==> config.mk <==
export PLATFORM = sky130hd
export DESIGN_NAME = mem_arbiter_flat
export DESIGN_NICKNAME = d
export VERILOG_FILES = /design/src/rtl/mem_arbiter_if.sv /design/src/rtl/mem_arbiter.sv /design/src/flat_wrapper.sv
export SDC_FILE = /design/constraint.sdc
export NUM_CORES = 1
export LEC_CHECK = 0
export BUFFER_PORTS_ARGS = -buffer_cell sky130_fd_sc_hd__buf_2
export CAP_MARGIN = 40
export CORE_MARGIN = 2
export CORE_UTILIZATION = 39
export CTS_CLUSTER_DIAMETER = 50
export DETAILED_ROUTE_END_ITERATION = 7
export GPL_TIMING_DRIVEN = 0
export PLACE_DENSITY_LB_ADDON = 0.05
export SETUP_SLACK_MARGIN = 0.05
export SLEW_MARGIN = 20
export SYNTH_ARGS = -nofsm -noshare
export SYNTH_HDL_FRONTEND = slang
export SYNTH_SLANG_ARGS = --single-unit
==> constraint.sdc <==
create_clock -name clk -period 3.3 [get_ports clk]
set_input_delay 0.165 -clock clk [delete_from_list [all_inputs] [get_ports clk]]
set_output_delay 0.165 -clock clk [all_outputs]
set_load 0.005 [all_outputs]
==> src/rtl/mem_arbiter_if.sv <==
// rtl/mem_arbiter_if.sv - I/D core ports and SRAM port bundled for the memory arbiter
interface mem_arbiter_if #(
  parameter int AW = 32,
  parameter int DW = 32
);
  logic          i_req;
  logic [AW-1:0] i_addr;
  logic [DW-1:0] i_rdata;
  logic          i_ready;
  logic          d_req;
  logic          d_we;
  logic [3:0]    d_be;
  logic [AW-1:0] d_addr;
  logic [DW-1:0] d_wdata;
  logic [DW-1:0] d_rdata;
  logic          d_ready;
  logic          m_en;
  logic [3:0]    m_we;
  logic [AW-1:0] m_addr;
  logic [DW-1:0] m_wdata;
  logic [DW-1:0] m_rdata;

  modport slave (
    input  i_req, i_addr, d_req, d_we, d_be, d_addr, d_wdata, m_rdata,
    output i_rdata, i_ready, d_rdata, d_ready, m_en, m_we, m_addr, m_wdata
  );

  modport master (
    output i_req, i_addr, d_req, d_we, d_be, d_addr, d_wdata, m_rdata,
    input  i_rdata, i_ready, d_rdata, d_ready, m_en, m_we, m_addr, m_wdata
  );
endinterface

==> src/rtl/mem_arbiter.sv <==
// rtl/mem_arbiter.sv - shares one single-port SRAM between fetch (I) and load/store (D)
// Registered IDLE/ISSUE/WAIT FSM with wait-state counter and alternating priority.
module mem_arbiter #(
  parameter int AW          = 32,
  parameter int DW          = 32,
  parameter int WAIT_CYCLES = 1
) (
  input logic           clk,
  input logic           rst,
  mem_arbiter_if.slave  bus
);

  typedef enum logic [1:0] {S_IDLE, S_ISSUE, S_WAIT} state_t;

  localparam logic [3:0] CNT_INIT = 4'(WAIT_CYCLES - 1);

  state_t        state;
  logic [3:0]    cnt;
  logic          grant_d;
  logic          last_d;
  logic          store_q;
  logic          i_elig;
  logic          d_elig;
  logic          pick_d;
  logic [AW-1:0] sel_addr;
  logic [DW-1:0] rdata_now;

  // A port is not re-granted in the cycle its own ready pulse is out.
  always_comb begin
    i_elig    = bus.i_req & ~bus.i_ready;
    d_elig    = bus.d_req & ~bus.d_ready;
    pick_d    = d_elig & (~i_elig | ~last_d);
    sel_addr  = pick_d ? bus.d_addr : bus.i_addr;
    rdata_now = bus.m_rdata;
  end

  always_ff @(posedge clk) begin
    if (rst) begin
      state       <= S_IDLE;
      cnt         <= '0;
      grant_d     <= 1'b0;
      last_d      <= 1'b0;
      store_q     <= 1'b0;
      bus.m_en    <= 1'b0;
      bus.m_we    <= '0;
      bus.m_addr  <= '0;
      bus.m_wdata <= '0;
      bus.i_ready <= 1'b0;
      bus.d_ready <= 1'b0;
      bus.i_rdata <= '0;
      bus.d_rdata <= '0;
    end else begin
      bus.i_ready <= 1'b0;
      bus.d_ready <= 1'b0;
      case (state)
        S_IDLE: begin
          if (i_elig || d_elig) begin
            grant_d    <= pick_d;
            store_q    <= pick_d & bus.d_we;
            bus.m_addr <= sel_addr;
            if (pick_d) begin
              bus.m_wdata <= bus.d_wdata;
            end
            // Strobe and byte enables are set here so they are visible in ISSUE.
            bus.m_en <= 1'b1;
            bus.m_we <= (pick_d && bus.d_we) ? bus.d_be : 4'b0000;
            state    <= S_ISSUE;
          end
        end
        S_ISSUE: begin
          bus.m_en <= 1'b0;
          bus.m_we <= 4'b0000;
          cnt      <= CNT_INIT;
          last_d   <= grant_d;
          state    <= S_WAIT;
        end
        S_WAIT: begin
          if (cnt == 4'd0) begin
            if (grant_d) begin
              bus.d_ready <= 1'b1;
              if (!store_q) begin
                bus.d_rdata <= rdata_now;
              end
            end else begin
              bus.i_ready <= 1'b1;
              bus.i_rdata <= rdata_now;
            end
            state <= S_IDLE;
          end else begin
            cnt <= cnt - 4'd1;
          end
        end
        default: state <= S_IDLE;
      endcase
    end
  end

endmodule

==> src/flat_wrapper.sv <==
// flat-port wrapper written by rule: the top's interface ports become plain ports
module mem_arbiter_flat 
#(
  parameter int AW          = 32,
  parameter int DW          = 32,
  parameter int WAIT_CYCLES = 1
)
  (clk, rst, bus_i_req, bus_i_addr, bus_d_req, bus_d_we, bus_d_be, bus_d_addr, bus_d_wdata, bus_m_rdata, bus_i_rdata, bus_i_ready, bus_d_rdata, bus_d_ready, bus_m_en, bus_m_we, bus_m_addr, bus_m_wdata);
  mem_arbiter_if #(.AW(AW), .DW(DW)) bus_i ();
  input logic clk;
  input logic rst;
  input wire logic [$bits(bus_i.i_req)-1:0] bus_i_req;
  input wire logic [$bits(bus_i.i_addr)-1:0] bus_i_addr;
  input wire logic [$bits(bus_i.d_req)-1:0] bus_d_req;
  input wire logic [$bits(bus_i.d_we)-1:0] bus_d_we;
  input wire logic [$bits(bus_i.d_be)-1:0] bus_d_be;
  input wire logic [$bits(bus_i.d_addr)-1:0] bus_d_addr;
  input wire logic [$bits(bus_i.d_wdata)-1:0] bus_d_wdata;
  input wire logic [$bits(bus_i.m_rdata)-1:0] bus_m_rdata;
  output wire logic [$bits(bus_i.i_rdata)-1:0] bus_i_rdata;
  output wire logic [$bits(bus_i.i_ready)-1:0] bus_i_ready;
  output wire logic [$bits(bus_i.d_rdata)-1:0] bus_d_rdata;
  output wire logic [$bits(bus_i.d_ready)-1:0] bus_d_ready;
  output wire logic [$bits(bus_i.m_en)-1:0] bus_m_en;
  output wire logic [$bits(bus_i.m_we)-1:0] bus_m_we;
  output wire logic [$bits(bus_i.m_addr)-1:0] bus_m_addr;
  output wire logic [$bits(bus_i.m_wdata)-1:0] bus_m_wdata;
  assign bus_i.i_req = bus_i_req;
  assign bus_i.i_addr = bus_i_addr;
  assign bus_i.d_req = bus_d_req;
  assign bus_i.d_we = bus_d_we;
  assign bus_i.d_be = bus_d_be;
  assign bus_i.d_addr = bus_d_addr;
  assign bus_i.d_wdata = bus_d_wdata;
  assign bus_i.m_rdata = bus_m_rdata;
  assign bus_i_rdata = bus_i.i_rdata;
  assign bus_i_ready = bus_i.i_ready;
  assign bus_d_rdata = bus_i.d_rdata;
  assign bus_d_ready = bus_i.d_ready;
  assign bus_m_en = bus_i.m_en;
  assign bus_m_we = bus_i.m_we;
  assign bus_m_addr = bus_i.m_addr;
  assign bus_m_wdata = bus_i.m_wdata;
  mem_arbiter #(.AW(AW), .DW(DW), .WAIT_CYCLES(WAIT_CYCLES)) u_core (.clk(clk), .rst(rst), .bus(bus_i));
endmodule
Word level (Yosys, flattened, before mapping)
Cells that the tools add are included.
Word-level totals
  register bits: 144
  latch bits: 0
  memory bits (writable): 0
  bits in read-only memories: 0
  output and inout bits: 135
  memories kept: 0
Cells by class
  add/subtract/negate cells: 1
  $mul: 0
  divide/modulo/power cells: 0
  $lt $le $gt $ge: 0
  equal/unequal tests: 5
  shifts and indexed selects: 0
  multiplexer cells: 13
  bitwise gates (word level): 13
  reduce and logical (&&, ||, !) cells: 14
Operators with widths (number)
  $mux W32: 1
  $pmux W4 S2: 2
  $mux W4: 3
  $not A1 Y1: 8
  $reduce_and A2 Y1: 4
  $pmux W2 S3: 1
  $reduce_and A3 Y1: 2
  $and A1 B1 Y1: 4
  $logic_not A4 Y1: 1
  $mux W2: 2
  $ne A2 B1 Y1 const B: 2
  $reduce_and A4 Y1: 1
  $reduce_bool A2 Y1: 2
  $sub A4 B1 Y4 const B: 1
  $mux W1: 3
  $reduce_or A3 Y1: 1
  $eq A2 B1 Y1 const B: 1
  $eq A2 B2 Y1 const B: 1
  $logic_not A2 Y1: 1
  $ne A2 B2 Y1 const B: 1
  $pmux W1 S2: 1
  $logic_and A1 B1 Y1: 1
  $logic_or A1 B1 Y1: 1
  $or A1 B1 Y1: 1

Logic depth before layout (Yosys ltp)
  depth after elaboration: 9
  mapped depth: 9

Worst setup path after synthesis
Ideal clock, no wire load.
  path type: reg2reg
  start point: register u_core.cnt[0]
  end point: register u_core.bus.d_rdata[10]
  arrival: 1.884 ns
  data required time: 3.157 ns
  slack: 1.273 ns
  stages on the path, launching flop included: 10
  buffers on the path: 3
  clock period less this slack: 2.027 ns
  path through: dfxtp_1 -> inv_1 -> ha_1 -> or3b_1 -> buf_6 -> or4_4 -> buf_6 -> buf_12 -> nand2_2 -> a21oi_2
On the way
  cells in the longest elaborated chain, start to end: 2
RTL lines
  start: declaration: RTL line mem_arbiter.sv:18  | logic [3:0] cnt;
  start signal: assignment: RTL line mem_arbiter.sv:90  | cnt <= cnt - 4'd1;
  $logic_not A4 Y1: RTL line mem_arbiter.sv:78  | if (cnt == 4'd0) begin
  $reduce_and A4 Y1 (no line)
  end signal: assignment: RTL line mem_arbiter.sv:82  | bus.d_rdata <= rdata_now;
  end: declaration: RTL line mem_arbiter_if.sv:25  | output i_rdata, i_ready, d_rdata, d_ready, m_en, m_we, m_addr, m_wdata
No other way between the ends.
A chain may end at the register's enable or synchronous reset.

Worst setup path in the final report
  start point: register u_core.cnt[0]
  end point: register u_core.bus.d_rdata[17]
Same word-level chain as after synthesis.

==> qor.log <==
qor: final_layout.areaGrowthSynthToFinish 55.2%
qor: sta.fin_tns_setup 0 ns
qor: cts.postCtsResizedCells 0
qor: sta.layout_worst_path_cycle_share 64.9%
qor: synthesis.async_set_or_reset_flop_fraction_in_the_synthesized_netlist 0%
qor: setup_path.r2r_start u_core.cnt[0]
qor: synthesis.synth_sequential_area_ratio 51.6%
qor: synthesis.ys_top_cells_by_area dfxtp_1 52%, nand2_1 13%, a21oi_1 9.7%, a21oi_2 4.7%, a211oi_1 4.4%
qor: placed_design.io_buffer_count 270
qor: cts.cts_tree built
qor: sta.worst_slew_pin_slew 0.789 ns
qor: floorplanning.die_height 124 um
qor: routing.num_vias 5958
qor: final_layout.layout.nets 1197
qor: setup_path.crit_path_capture u_core.bus.d_rdata[17]
qor: cts.clkSinkCount 144
qor: pwr.ir_drop 0.329 mV
qor: synthesis.post_synthesis_instance_area 5590 um^2
qor: sta.final_hold_viol_count 0
qor: sta.report.final.slew_viol_count 0
qor: setup_path.ff2ff_setup_slack 1.16 ns
qor: cts.root_buffer clkbuf_16
qor: synthesis.post_synthesis_cell_type_with_the_largest_combined_area dfxtp_1
qor: setup_path.cp.arrival 2.41 ns
qor: cts.cts.clk_slew.worst_paths 0.06 ns
qor: setup_path.cp-end-kind flop
qor: routing.drc_errors 0
qor: floorplanning.top_level_ports 272
qor: routing.highest_layer met4
qor: hold_path.min-delay-path-class in -> reg
qor: routing.met1Wirelength 7910 um
qor: setup_path.timing.reg2reg.worst_path_depth 9
qor: routing.ant_nets 0
qor: setup_path.type_of_the_setup_path_with_the_least_slack reg -> reg
qor: routing.via_count_normalized_by_instance_count 4.77
qor: final_layout.ratio_of_cells_with_drive_above_1_in_the_final_layout 34.9%
qor: pwr.total_power 4.51 mW
qor: global_route.grt_pass1_wl 27600 um
qor: global_route.antenna_violations_before_repair 0
qor: setup_path.r2r_end u_core.bus.d_rdata[17]
qor: sta.min_period 2.14 ns
qor: floorplanning.dieWidth 124 um
qor: setup_path.startpoint u_core.cnt[0]
qor: synthesis.post_synth_edffs 0
qor: cts.insertion_delay 0.42 ns
qor: floorplanning.design.core.area 13900 um^2
qor: routing.wl_met2 8310 um
qor: sta.timing.slew.headroom 47.4%
qor: routing.avgRoutedWirePerCell 14.2 um
qor: pwr.power.static_leakage 3.85 nW
qor: sta.max_freq 467 MHz
qor: global_route.maximum_number_of_pins_on_one_net_before_global_route_repair 17
qor: global_route.first_global_vias 5720
qor: setup_path.critical_path_required 3.57 ns
qor: cts.tritoncts.num_buffers 17
qor: sta.clock-skew-final 0.00700 ns
qor: sta.grt_setup_unrepaired false
qor: job.drv_cap 0
qor: routing.drt_first_pass_iters 5
qor: setup_path.worst-path-max-fanout 10
qor: synthesis.ys_top_cells_by_count 199 x nand2_1, 144 x dfxtp_1, 108 x a21oi_1
qor: routing.detailedRoute.firstIterationViolations 262
qor: cts.cts.path.max_buffers 2
qor: cts.h-tree-depth 4
qor: final_layout.insertedDiodeCount 0
qor: synthesis.yosys.cell_count.top_type nand2_1
qor: placed_design.gpl.final_weighted_congestion 0.750
qor: outcome.outcome finished clean
qor: routing.dr_wl_met3 1190 um
qor: routing.totalWireLength 17800 um
qor: global_route.grt_remaining_overflow 0
qor: sta.finalSetupViolCount 0
qor: placed_design.detailed_place_hpwl 12200 um
qor: synthesis.syn-instance-count 679
qor: pwr.pwr_density_cell 520 nW/um^2
qor: synthesis.ys_dominant_reg_cell dfxtp_1
qor: floorplanning.design.die.area 15300 um^2
qor: global_route.globalRouteTotalUtil 23.0%
qor: synthesis.yosysTopAreaCellShare 51.6%
qor: synthesis.syn-num-nets 817
qor: floorplanning.fp-row-count 43
qor: synthesis.synthesis.yosys.warnings 0
qor: synthesis.synth.distinct_cells 34
qor: setup_path.startpoint_type flop
qor: floorplanning.effective_utilization_at_floorplan 40.1%
qor: synthesis.yosys_register_bits 144
qor: synthesis.average_size_of_a_mapped_cell 8.23 um^2
==> repair_timing <==
action	4_1_cts	5_1_grt
endpoints found under the hold margin	103	0
setup buffers	0	0
hold buffers	91	0
==> kinds of logic after synthesis <==
kind of cell | synth area share [%]
fa+ha+maj | 0.224
simple gates | 23.4
compound gates | 19.5
flops | 51.6
xor+xnor | 0.157
buf+inv | 5.11
==> worst max-delay path, stage by stage (launching register included) <==
cell and delay, ns:
dfxtp_1 0.33, inv_1 0.06, ha_1 0.19, or3b_1 0.37, buf_6 0.15, or4_4 0.47, buf_6 0.16, buf_12 0.15
nand2_2 0.07, a21oi_2 0.04
==> per-stage QoR <==
stage | hold WS, ns | area [um^2] | setup WS, ns | cells | utilization, %
floorplan | 0.301 | 5590 | 1.27 | 679 | -
global placement | 0.409 | 7160 | 1.17 | 1129 | 51.4
detailed placement | 0.413 | 7160 | 1.17 | 1129 | 51.4
CTS | 0.0000252 | 8670 | 1.16 | 1250 | 62.2
global route | 0.0138 | 8670 | 1.03 | 1250 | 62.2
finish | 0.0240 | 8670 | 1.16 | 1250 | 62.2
==> placed cells by master, fill, tap and decap left out, types with 3 or more instances in the layout <==
master,count
a21oi_2,30
nand2_2,30
clkbuf_8,4
buf_12,3
bufinv_16,3
nor2_1,39
dfxtp_1,144
nor3_1,4
nand2_1,199
buf_2,279
nand3_1,8
clkbuf_1,43
a211oi_1,33
clkbuf_16,17
nor2b_1,3
dlygate4sd3_1,91
inv_1,3
nand2b_1,6
a21oi_1,108
==> registers in the layout, indices dropped and copies added, names as in the netlist <==
name / count
u_core.bus.d_rdata: 32
u_core.bus.i_rdata: 32
u_core.bus.m_addr: 32
u_core.bus.m_wdata: 32
u_core.bus.m_we: 4
u_core.cnt: 4
u_core.state: 2
u_core.bus.d_ready: 1
u_core.bus.i_ready: 1
u_core.bus.m_en: 1
u_core.grant_d: 1
u_core.last_d: 1
u_core.store_q: 1
==> worst min path at each step <==
stage | from | to | slack (ns) | depth (start not counted)
6_report | bus_m_rdata[21] | u_core.bus.d_rdata[21] | 0.02 | 3
5_1_grt | bus_m_rdata[6] | u_core.bus.i_rdata[6] | 0.01 | 3
4_1_cts | bus_m_rdata[8] | u_core.bus.d_rdata[8] | 0.00003 | 3
3_5_place_dp | bus_d_wdata[20] | u_core.bus.m_wdata[20] | 0.41 | 3
3_3_place_gp | bus_d_wdata[31] | u_core.bus.m_wdata[31] | 0.41 | 3
2_1_floorplan | bus_m_rdata[0] | u_core.bus.i_rdata[0] | 0.30 | 2
==> layout make-up <==
class	instances	area (um^2)
Fill cell	1287	5260
Sequential cell	144	2880
Multi-Input combinational cell	479	2420
Timing Repair Buffer	361	2260
Clock buffer	25	495
Buffer	53	274
Tap cell	180	225
Clock inverter	5	103
Inverter	3	11.3
==> per-layer routing <==
layer	global-route usage, %	vias up
li1	-	3021
met1	28.9	2715
met2	37.4	197
met3	6.36	25
met4	8.95	0
met5	0	-
==> power by group <==
part           internal (mW)  switching (mW)  total, mW
combinational          0.308           0.347      0.655
clock                   1.26           0.701       1.96
sequential              1.84          0.0503       1.90
total                   3.41            1.10       4.51
Power figures use the tool's default switching activity.
